File: src/rtl/morse_pkg.sv
`default_nettype none
// ============================================================================
// Module      : morse_pkg
// Description : Shared types and constants for the Morse transmit scheduler:
//               FSM state encoding, letter code type, requester-ID type and
//               the number of requesters.
// Revision    : 1.0 - initial release
// ============================================================================
package morse_pkg;

    localparam int NUM_REQ = 2;

    typedef logic [2:0] letter_t;
    typedef logic       req_id_t;

    typedef enum logic [2:0] {
        ST_IDLE      = 3'd0,
        ST_ISSUE     = 3'd1,
        ST_WAIT_BUSY = 3'd2,
        ST_WAIT_DONE = 3'd3,
        ST_GAP       = 3'd4
    } state_t;

endpackage
`default_nettype wire

File: src/rtl/morse_rr_arbiter.sv
`default_nettype none
// ============================================================================
// Module      : morse_rr_arbiter
// Description : Two-requester arbiter for the Morse transmit scheduler.
//               Build option MORSE_SCHED_RR_EN selects round-robin (a tie goes
//               to the requester not granted last; pointer updated on
//               i_update). Without it, fixed priority with i_req[0] highest
//               and no pointer state.
// Ports       : clock, reset     - clock, synchronous active-high reset
//               i_req            - request vector
//               i_update         - pointer update strobe (one per grant)
//               i_upd_id         - ID granted, recorded on i_update
//               o_winner/o_valid - selected requester / any request present
// Revision    : 1.0 - initial release
// ============================================================================
module morse_rr_arbiter
    import morse_pkg::*;
(
    input  logic               clock,
    input  logic               reset,
    input  logic [NUM_REQ-1:0] i_req,
    input  logic               i_update,
    input  req_id_t            i_upd_id,
    output req_id_t            o_winner,
    output logic               o_valid
);

    assign o_valid = |i_req;

`ifdef MORSE_SCHED_RR_EN
    // Last-granted pointer; resets to 1 so requester 0 wins the first tie.
    req_id_t r_last;

    always_ff @(posedge clock) begin
        if (reset) begin
            r_last <= 1'b1;
        end else if (i_update) begin
            r_last <= i_upd_id;
        end
    end

    always_comb begin
        o_winner = i_req[1];
        if (&i_req) begin
            o_winner = ~r_last;
        end
    end
`else
    // Fixed priority: requester 0 wins whenever it requests.
    assign o_winner = ~i_req[0];

    logic w_unused;
    assign w_unused = &{1'b0, clock, reset, i_update, i_upd_id};
`endif

endmodule
`default_nettype wire

File: src/rtl/morse_tx_scheduler.sv
`default_nettype none
// ============================================================================
// Module      : morse_tx_scheduler
// Description : Arbitrates two letter requesters onto one Morse transmitter.
//               Issues a one-cycle tx_start/grant, follows the transmitter's
//               busy handshake, then enforces an inter-letter gap of
//               GAP_UNITS*UNIT_CYCLES cycles before accepting the next
//               request. Build option MORSE_SCHED_RR_EN enables round-robin
//               arbitration (default: fixed priority, requester 0 first).
// Ports       : clock, reset        - clock, synchronous active-high reset
//               req[1:0]            - level requests, held until granted
//               letter0, letter1    - letter codes of each requester
//               grant[1:0]          - one-hot one-cycle acceptance pulse
//               tx_start, tx_letter - transmitter start pulse / letter code
//               tx_busy             - transmitter busy
//               idle, active_id     - FSM idle flag / current owner
// Revision    : 1.0 - initial release
// ============================================================================
module morse_tx_scheduler
    import morse_pkg::*;
#(
    parameter int UNIT_CYCLES = 25_000_000,
    parameter int GAP_UNITS   = 3
) (
    input  logic               clock,
    input  logic               reset,
    input  logic [NUM_REQ-1:0] req,
    input  logic [2:0]         letter0,
    input  logic [2:0]         letter1,
    output logic [NUM_REQ-1:0] grant,
    output logic               tx_start,
    output logic [2:0]         tx_letter,
    input  logic               tx_busy,
    output logic               idle,
    output logic               active_id
);

    localparam int CNT_W = (UNIT_CYCLES > 1) ? $clog2(UNIT_CYCLES) : 1;
    localparam int GAP_W = (GAP_UNITS > 0) ? $clog2(GAP_UNITS + 1) : 1;
    localparam logic [CNT_W-1:0] c_UNIT_LAST = CNT_W'(UNIT_CYCLES - 1);
    localparam logic [GAP_W-1:0] c_GAP_LAST  = GAP_W'(GAP_UNITS - 1);

    state_t           r_state;
    state_t           w_state_nxt;
    letter_t          r_letter;
    req_id_t          r_active;
    logic [CNT_W-1:0] r_unit_cnt;
    logic [GAP_W-1:0] r_gap_cnt;

    req_id_t          w_winner;
    logic             w_valid;
    logic             w_unit_wrap;
    logic             w_gap_done;

    morse_rr_arbiter u_arb (
        .clock    (clock),
        .reset    (reset),
        .i_req    (req),
        .i_update (r_state == ST_ISSUE),
        .i_upd_id (r_active),
        .o_winner (w_winner),
        .o_valid  (w_valid)
    );

    assign w_unit_wrap = (r_unit_cnt == c_UNIT_LAST);
    assign w_gap_done  = w_unit_wrap && (r_gap_cnt == c_GAP_LAST);

    always_ff @(posedge clock) begin
        if (reset) begin
            r_state <= ST_IDLE;
        end else begin
            r_state <= w_state_nxt;
        end
    end

    always_comb begin
        w_state_nxt = r_state;
        tx_start    = 1'b0;
        grant       = '0;
        idle        = 1'b0;
        case (r_state)
            ST_IDLE: begin
                idle = 1'b1;
                if (w_valid) begin
                    w_state_nxt = ST_ISSUE;
                end
            end
            ST_ISSUE: begin
                tx_start    = 1'b1;
                grant       = NUM_REQ'(1) << r_active;
                w_state_nxt = ST_WAIT_BUSY;
            end
            ST_WAIT_BUSY: begin
                if (tx_busy) begin
                    w_state_nxt = ST_WAIT_DONE;
                end
            end
            ST_WAIT_DONE: begin
                if (!tx_busy) begin
                    w_state_nxt = ST_GAP;
                end
            end
            ST_GAP: begin
                if (w_gap_done) begin
                    w_state_nxt = ST_IDLE;
                end
            end
            default: begin
                w_state_nxt = ST_IDLE;
            end
        endcase
    end

    // Winner's letter and ID are captured only at acceptance, so they stay
    // frozen for the whole transaction regardless of input activity.
    always_ff @(posedge clock) begin
        if (reset) begin
            r_letter <= '0;
            r_active <= 1'b0;
        end else if ((r_state == ST_IDLE) && w_valid) begin
            r_letter <= w_winner ? letter1 : letter0;
            r_active <= w_winner;
        end
    end

    // Counters idle at zero outside GAP, so they are already clear on entry.
    always_ff @(posedge clock) begin
        if (reset || (r_state != ST_GAP)) begin
            r_unit_cnt <= '0;
            r_gap_cnt  <= '0;
        end else if (w_unit_wrap) begin
            r_unit_cnt <= '0;
            r_gap_cnt  <= r_gap_cnt + 1'b1;
        end else begin
            r_unit_cnt <= r_unit_cnt + 1'b1;
        end
    end

    assign tx_letter = r_letter;
    assign active_id = r_active;

endmodule
`default_nettype wire

File: config.mk
export PLATFORM = sky130hd
export DESIGN_NAME = morse_tx_scheduler
export DESIGN_NICKNAME = d
export VERILOG_FILES = /design/src/rtl/morse_pkg.sv /design/src/rtl/morse_rr_arbiter.sv /design/src/rtl/morse_tx_scheduler.sv
export SDC_FILE = /design/constraint.sdc
export NUM_CORES = 1
export LEC_CHECK = 0
export BUFFER_PORTS_ARGS = -buffer_cell sky130_fd_sc_hd__buf_2
export CAP_MARGIN = 10
export CORE_MARGIN = 2
export CORE_UTILIZATION = 50
export DETAILED_ROUTE_END_ITERATION = 8
export PLACE_DENSITY = 0.8
export SKIP_CTS_REPAIR_TIMING = 1
export SYNTH_ARGS = -nofsm -noshare
export SYNTH_HDL_FRONTEND = slang
export SYNTH_SLANG_ARGS = --single-unit
File: constraint.sdc
create_clock -name clock -period 5.5 [get_ports clock]
set_input_delay 0.55 -clock clock [delete_from_list [all_inputs] [get_ports clock]]
set_output_delay 0.55 -clock clock [all_outputs]
set_load 0.02 [all_outputs]
==> results.md <==
* Vias in the first global route at 1263
* Worst setup SP type: flop
* Worst hold margin at 470 ps
* Fin worst setup slack at 3110 ps
* Site Rows at 20
* Worst Path Max Fanout at 25
* GR Overflow Total at 0
* Layout cells sized above 1 at 14.9%
* Achievable frequency at 418 MHz
* PortBufs at 18
* Routed wire length at 3000 um
* Largest net degree at the start of global routing at 26
* CP Cell Sequence: ha_1 > nand2_1 > or4_1 > o21bai_2 > nor2_1
* Die Wd at 60.6 um
* Area share of the largest cell type after synthesis at 42.6%
* Status: finished, final reports clean
* Max clock buf depth at 2
* First-pass GRT wire length at 5280 um
* HP Class: flop to flop
* # diodes at 0
* CTS tree: yes
* Setup Skew at 12.1 ps
* Nets at 215
* Worst-Skew Late Latency at 340 ps
* Crit path kind: flop to flop
* Drt initial violations at 69
* Final ANT Viol Nets at 0
* Gr usage total at 19.2%
* Grt met3 use at 4.90%
* Final Non-Filler Cells at 245
* DR vias at 1340
* Core Region at 3050 um2
* # clock sinks at 34
* Max-cap violation count at 0
* Die area at 3670 um2
* Post-synth top flop: dfxtp_1
* Tot Pwr at 0.438 mW
* Placer congestion estimate at 0.814
* Async SR Flop Fraction at 0%
* Post-synth EDFFs at 0
* CP max stage delay at 820 ps
* Remaining DRCs at 0
* Die height at 60.6 um
* Routed len/inst at 12.2 um
* CP required at 5680 ps
* Root Driver: clkbuf_4
* Post-synthesis cell count at 185
* Tightest Pin Transition at 1010 ps
* First-pass DRT Iterations at 6
* Arr. time, crit path at 2580 ps
* Synthesized Nets at 198
* CP Capture Type: flop
* CP bufs+invs at 0
* Worst-path clk slew at 90 ps
* Synthesized flop and latch total at 34
* HPWL after DPL at 2140 um
* Ranking of synthesized cells by area: dfxtp_1 (43%), nor2_1 (4.9%), xnor2_1 (4.9%)
* Setup violators final at 0
* Peak VDD IR at 0.000152 V
* Final worst-path cycle share at 43.5%
* P_leak at 0.531 nW
* Biggest area consumer among synthesized cells: dfxtp_1
* Avg Inst Size Synth at 8.64 um2
* Num CTS Buffers at 5
* Antenna violations before repair at 0
* Period minus WS final at 2390 ps
* Starting Density at 52.4%
* Met1 Usage GRT at 24.0%
* P per Cell Area at 250 nW/um2
* Place WS at 3090 ps
* Slowest CP cell: o21bai_2
* RSZ-0062 raised after global routing: false
* Num ports at 19
* Synth unique cells at 37
* Final TNS setup at 0 ps
* H-Tree Depth at 2
* Final max-slew violation count at 0
* Relative slew slack at 32.4%
* Synth Warn # at 0
* Global Route met2 Usage at 30.4%
* Sequential fraction of the synthesis area at 42.6%
* CP delay by family, top: compound AO/OA/AOI/OAI gates
* Post-Syn Area at 1600 um2
* # placed instances at 239
* Area Overhead vs Synth at 9.39%
* Peak-usage layer in the global routing report: met2
* Final hold violations at 0
* Vias per cell at 5.47
## worst register-to-register path, cell delays in order (launching register included)
cell	delay (ps)
dfxtp_1	380
ha_1	240
nand2_1	80
or4_1	600
o21bai_2	820
nor2_1	120
## power breakdown
group / leakage, nW / internal, mW / total [mW] / switching (mW)
sequential: 0.275 / 0.253 / 0.258 / 0.00556
clock: 0.0302 / 0.0575 / 0.133 / 0.0757
combinational: 0.226 / 0.0185 / 0.0462 / 0.0277
total: 0.531 / 0.329 / 0.438 / 0.109
## cell usage after synthesis (2+ instances only)
library cell and n:
buf_4 2, nor2_1 21, ha_1 2, nand4_1 5, clkbuf_1 4, nand3b_1 2, a211oi_1 5, or3_1 9
nor3_1 3, and2_1 2, nor4_1 3, nor4b_1 2, dfxtp_1 34, nand2_1 13, a21oi_2 2, and3_1 2
o31ai_1 6, inv_1 5, xor2_1 2, o21ai_0 9, mux2i_1 3, nand3_1 7, xnor2_1 9, and4_1 2
or4_1 7, a21oi_1 13
## cells by family after synthesis
logic type / synth area share (%)
muxes: 1.88
and+or+nand+nor: 28.6
buffers and inverters: 4.07
AOI/OAI and AO/OA: 15.3
adders and majority gates: 1.56
xor gates and xnor gates: 6.03
DFF: 42.6
## layout by cell type (no fill, tap or decap), types with 6 or more instances in the layout
master | synthesis | final
nand2_1 | 13 | 13
xnor2_1 | 9 | 9
nor2_1 | 21 | 21
o21ai_0 | 9 | 9
or3_1 | 9 | 9
a21oi_1 | 13 | 13
nand3_1 | 7 | 7
o31ai_1 | 6 | 6
dfxtp_1 | 34 | 34
buf_2 | 1 | 18
or4_1 | 7 | 7
## worst paths after layout
check | startpoint | end | slack [ps] | cells past startpoint
min | r_unit_cnt[0]$_SDFF_PP0_ | r_unit_cnt[0]$_SDFF_PP0_ | 470 | 1
min reg2reg | r_unit_cnt[0]$_SDFF_PP0_ | r_unit_cnt[0]$_SDFF_PP0_ | 470 | 1
max reg2reg | r_unit_cnt[0]$_SDFF_PP0_ | r_unit_cnt[7]$_SDFF_PP0_ | 3110 | 5
max | r_unit_cnt[0]$_SDFF_PP0_ | r_unit_cnt[7]$_SDFF_PP0_ | 3110 | 5
## flip-flops by register name, summed over array words and instances, names as in the netlist
| register | flops |
|---|---|
| r_unit_cnt | 25 |
| r_state | 3 |
| active_id | 1 |
| tx_letter | 3 |
| r_gap_cnt | 2 |
## metal layers
| metal | share of wire [%] | vias up |
|---|---|---|
| met3 | 3.3 | 8 |
| met1 | 49 | 605 |
| met4 | 1.8 | 0 |
| li1 | - | 707 |
| met5 | 0 | - |
| met2 | 46 | 20 |
## final cells by class
cell class	count	area, um2
fillers	293	1300
repair buffers	18	90.1
clock buffers	6	51.3
inverters	5	18.8
flip-flops and latches	34	681
multi-input cells	138	853
well taps	44	55.1
## stage by stage
stage | area [um2] | utilization, %
final | 1750 | 57.3
after global routing | 1750 | 57.3
after CTS | 1750 | 57.3
after detailed placement | 1700 | 55.6
after global placement | 1700 | 55.6
after floorplan | 1600 | -
(Power assumes the default switching activity.)
